==> config.mk <==
export PLATFORM = sky130hd
export DESIGN_NAME = pll_lock_sequencer
export DESIGN_NICKNAME = d
export VERILOG_FILES = /design/src/rtl/pll_lock_sequencer.sv
export SDC_FILE = /design/constraint.sdc
export NUM_CORES = 1
export LEC_CHECK = 0
export ABC_AREA = 1
export CAP_MARGIN = 20
export CORE_MARGIN = 8
export CORE_UTILIZATION = 57
export DETAILED_ROUTE_END_ITERATION = 7
export HOLD_SLACK_MARGIN = 0.05
export PLACE_DENSITY = 0.8
export SLEW_MARGIN = 30
export SYNTH_ARGS = -nofsm -noshare
export SYNTH_HDL_FRONTEND = slang
export SYNTH_SLANG_ARGS = --single-unit
==> constraint.sdc <==
create_clock -name refclk -period 2 [get_ports refclk]
set_clock_uncertainty 0.15 [all_clocks]
set_input_delay 0.4 -clock refclk [delete_from_list [all_inputs] [get_ports refclk]]
set_output_delay 0.4 -clock refclk [all_outputs]
set_load 0.02 [all_outputs]
==> src/rtl/pll_lock_sequencer.sv <==
// PLL reset/lock sequencer: pulses the PLL reset, qualifies a synchronised lock,
// and holds downstream logic in reset until lock has been stable long enough.
module pll_lock_sequencer #(
  parameter int PLL_RST_CYCLES = 16,
  parameter int LOCK_TIMEOUT   = 50000,
  parameter int LOCK_STABLE    = 1024,
  parameter int MAX_RETRIES    = 4,
  parameter int RETRY_W        = 3
) (
  input  logic               refclk,
  input  logic               rst,
  input  logic               pll_locked,
  output logic               pll_rst,
  output logic               sys_rst,
  output logic               ready,
  output logic               fail,
  output logic [RETRY_W-1:0] retry_count
);

  localparam int CNT_MAX_AB = (PLL_RST_CYCLES > LOCK_TIMEOUT) ? PLL_RST_CYCLES : LOCK_TIMEOUT;
  localparam int CNT_MAX    = (CNT_MAX_AB > LOCK_STABLE) ? CNT_MAX_AB : LOCK_STABLE;
  localparam int CNT_W      = (CNT_MAX > 1) ? $clog2(CNT_MAX) : 1;

  localparam logic [CNT_W-1:0]   RST_LAST     = CNT_W'(PLL_RST_CYCLES - 1);
  localparam logic [CNT_W-1:0]   TIMEOUT_LAST = CNT_W'(LOCK_TIMEOUT - 1);
  localparam logic [CNT_W-1:0]   STABLE_LAST  = CNT_W'(LOCK_STABLE - 1);
  localparam logic [RETRY_W-1:0] RETRY_LIMIT  = RETRY_W'(MAX_RETRIES);

  typedef enum logic [2:0] {
    S_RESET_PLL = 3'd0,
    S_WAIT_LOCK = 3'd1,
    S_STABLE    = 3'd2,
    S_RUN       = 3'd3,
    S_FAIL      = 3'd4
  } state_t;

  state_t             state, state_nxt;
  logic [CNT_W-1:0]   cnt, cnt_nxt;
  logic [RETRY_W-1:0] retry_nxt;
  logic               lock_meta, lock_s;

  // pll_locked is asynchronous to refclk; only the second flop is used by the FSM.
  always_ff @(posedge refclk) begin
    // NOTE: sequential state uses non-blocking assignments so every flop samples
    // the pre-edge value of its inputs, independent of statement order.
    if (rst) begin
      lock_meta <= 1'b0;
      lock_s    <= 1'b0;
    end else begin
      lock_meta <= pll_locked;
      lock_s    <= lock_meta;
    end
  end

  always_comb begin
    // NOTE: every combinational output is given a default first, so no path
    // through the case leaves it unassigned and no latch is inferred.
    state_nxt = state;
    cnt_nxt   = cnt + CNT_W'(1);
    retry_nxt = retry_count;

    unique case (state)
      S_RESET_PLL: begin
        if (cnt == RST_LAST) state_nxt = S_WAIT_LOCK;
      end
      S_WAIT_LOCK: begin
        if (lock_s) begin
          state_nxt = S_STABLE;
        end else if (cnt == TIMEOUT_LAST) begin
          if (retry_count == RETRY_LIMIT) begin
            state_nxt = S_FAIL;
          end else begin
            state_nxt = S_RESET_PLL;
            retry_nxt = retry_count + RETRY_W'(1);
          end
        end
      end
      S_STABLE: begin
        if (!lock_s) begin
          state_nxt = S_WAIT_LOCK;
        end else if (cnt == STABLE_LAST) begin
          state_nxt = S_RUN;
          retry_nxt = '0;
        end
      end
      S_RUN: begin
        cnt_nxt = '0;
        if (!lock_s) state_nxt = S_RESET_PLL;
      end
      S_FAIL: begin
        cnt_nxt = '0;
      end
      default: begin
        state_nxt = S_RESET_PLL;
      end
    endcase

    // One shared counter restarts on every state change.
    if (state_nxt != state) cnt_nxt = '0;
  end

  // Outputs are decoded from the next state so they change on the same edge as state.
  always_ff @(posedge refclk) begin
    if (rst) begin
      state       <= S_RESET_PLL;
      cnt         <= '0;
      retry_count <= '0;
      pll_rst     <= 1'b1;
      sys_rst     <= 1'b1;
      ready       <= 1'b0;
      fail        <= 1'b0;
    end else begin
      state       <= state_nxt;
      cnt         <= cnt_nxt;
      retry_count <= retry_nxt;
      pll_rst     <= (state_nxt == S_RESET_PLL) || (state_nxt == S_FAIL);
      sys_rst     <= (state_nxt != S_RUN);
      ready       <= (state_nxt == S_RUN);
      fail        <= (state_nxt == S_FAIL);
    end
  end

endmodule

==> out/metrics.cfg <==
[outcome]
status=completed

[floorplanning]
num_rows=18
start_util_pct=61.0
fp.dieW_um=67.7
die_height_um=67.7
core-area_um2=2500
die-area_um2=4580
boundaryPins=10

[pwr]
pwr-share-clk_pct=36.9
seqPwrFrac_pct=57.9
intPower_mw=0.795
p_leak_nw=0.753
peakVddDrop_uv=594
powerDensity_nw_per_um2=552
p_comb_share_pct=5.2
power_switching_mw=0.193
finalPower_mw=0.988
p_sw_share_pct=19.6

[detailed_routing]
drt_iter0_drc=50
dr.pass1.iters=4
post_drt_wl_per_cell_um=11.6
drc=0
drt_wl_total_um=2910
vias=1260
final_antenna_net_count=0
vias_per_cell=5.02

[synthesis]
netlist_area_um2=1520
synthDistinctLibCells=21
yosysSeqAreaShare_pct=36.8
syn_nets=207
syn_avg_cell_area_um2=7.58
netlist_instances=201
ys_seq_elements=28
ys.flop_type=dfxtp_1
yosys_warnings=0
synth_edf_count=0
async_flop_share_pct=0

[global_routing]
grt_pass1_vias=1159
gr-usage-all-layers_pct=13.4
grt_max_degree=17
grt_pass1_wl_um=4820
grt-ovfl-total=0
grt_antenna_before_repair=0

[clock_network]
ctsHtreeMaxLevel=1
numCtsBuffers=3
root_buffer=clkbuf_4
insertion_delay_ns=0.33
cts_tree=yes
cts_hold_buf=0
cts.path.max_buffers=2
numClockSinks=28
clkTransAtPathRegs_ns=0.14

[finish]
multi_input_area_um2=825
fin_cells=251
layout_commonest_cell=nand2_1
syn2layout_area_growth_pct=17.6
seq_area_um2=562
final_cell_mix=nand2_1 (34), nor2_1 (30), inv_1 (29), dfxtp_1 (27), nor2_4 (13)
nets=228
n_fill_cell=202
drive_gt1_share_pct=22.6
antenna-diode-count=0

[timing]
fmax_mhz=522
tns_ns=0
final_max_slew_viol_count=0
slew_headroom_pct=77.9
finalWorstSetupSlack_ns=0.0838
fin_crit_ns=1.92
worst_pin_slew_ns=0.331
setup_violations=0
post-route-period-util_pct=95.8
hold_viol=0

[setup_path]
cp-end-kind=primary output
path_cells=clkdlybuf4s50_1
critPathTopFamily=buffers and inverters
critPathSlowestCell=clkdlybuf4s50_1
arrival_ns=1.37
timing_worst_setup_path_type=flop to primary output
slowest_delay_ns=0.63
start_kind=flop
crit_buf_inv=1
crit_fanout=4
cp.required_ns=1.45

[place]
io_buffers=9
dpl.cell_count=242
dp_hpwl_um=2150
place_ws_ns=0.0964
place_congestion=0.857

[hold_path]
hp-class=flop to flop

[job]
cap_violations=0

==> cell usage after synthesis (3+ instances only) <==
master | count | area share [%]
nand2_2 | 7 | 2.9
inv_2 | 7 | 1.7
xor2_1 | 9 | 5.2
nand2_1 | 34 | 8.4
nor2_4 | 13 | 9.6
nor3_1 | 3 | 0.98
dfxtp_1 | 28 | 37
nand4_1 | 5 | 2.1
xnor2_1 | 3 | 1.7
ha_1 | 3 | 2.5
nor2_2 | 4 | 1.6
nor2_1 | 30 | 7.4
inv_1 | 29 | 7.1
o21ai_1 | 3 | 0.98
nand3_1 | 13 | 4.3
==> per-stage QoR <==
stage	hold WS [ns]	util, %	area (um2)
after floorplan	0.238	-	1520
after global placement	0.249	66.7	1670
after detailed placement	0.250	66.7	1670
after CTS	0.272	68.8	1720
after global routing	0.289	71.7	1790
final	0.268	71.7	1790
==> tightest hold or removal path: cells and delay by family, from the launching register on <==
family,cells,cell delay [ns]
buf+inv,1,0.04
simple gates,1,0.03
flops,1,0.33
==> per-layer routing <==
metal	share of wire (%)	vias up	track usage, %
met5	0	-	0
met4	0.34	0	3.13
met3	4.2	2	5.13
met2	53	18	24.4
met1	42	591	14.1
li1	-	649	-
==> flip-flops by register name, indices dropped and copies added, names as in the netlist <==
signal	cells
cnt	16
fail	1
lock_meta	1
lock_s	1
pll_rst	1
ready	1
retry_count	3
state	3
sys_rst	1
==> power groups by stage <==
| stage | combinational, mW | sequential, mW | clock, mW |
|---|---|---|---|
| 2_1_floorplan | 0.0309 | 0.582 | 0 |
| 3_3_place_gp | 0.0401 | 0.583 | 0 |
| 3_5_place_dp | 0.0413 | 0.584 | 0 |
| 4_1_cts | 0.0416 | 0.572 | 0.376 |
| 5_1_grt | 0.0571 | 0.573 | 0.401 |
| 6_report | 0.0519 | 0.572 | 0.365 |
==> final cells by class <==
cell class | instances | share of cell area, %
Sequential cell | 28 | 31.4
Clock buffer | 3 | 1.26
Multi-Input combinational cell | 136 | 46.0
Clock inverter | 1 | 1.68
Tap cell | 30 | 2.09
Inverter | 36 | 7.54
Timing Repair Buffer | 17 | 10.1
==> timing repair <==
| action | in CTS | in global routing |
|---|---|---|
| endpoints found under the setup margin | 0 | 11 |
| setup buffers | 0 | 4 |
| hold endpoints to repair | 0 | 0 |
| gates resized for setup | 0 | 5 |
==> logic make-up (layout without fill, tap and decap cells) <==
logic type | count (synthesis) | count (layout) | synth area share [%]
and+or+nand+nor | 113 | 113 | 40.3
DFF | 28 | 28 | 36.8
xor gates and xnor gates | 12 | 12 | 6.90
adders and majority gates | 3 | 3 | 2.46
buffers and inverters | 37 | 57 | 10.2
AOI/OAI and AO/OA | 8 | 8 | 3.37
==> path summary, 6_finish.rpt <==
path	end	cells past startpoint	start	slack [ns]
worst min-delay path	lock_s	2	lock_meta	0.27
worst max-delay path	retry_count[0]	1	retry_count[0]	0.08
worst min register to register	lock_s	2	lock_meta	0.27
worst max register to register	cnt[11]	11	cnt[1]	0.10
No activity file was read; power rests on OpenSTA's default activity.
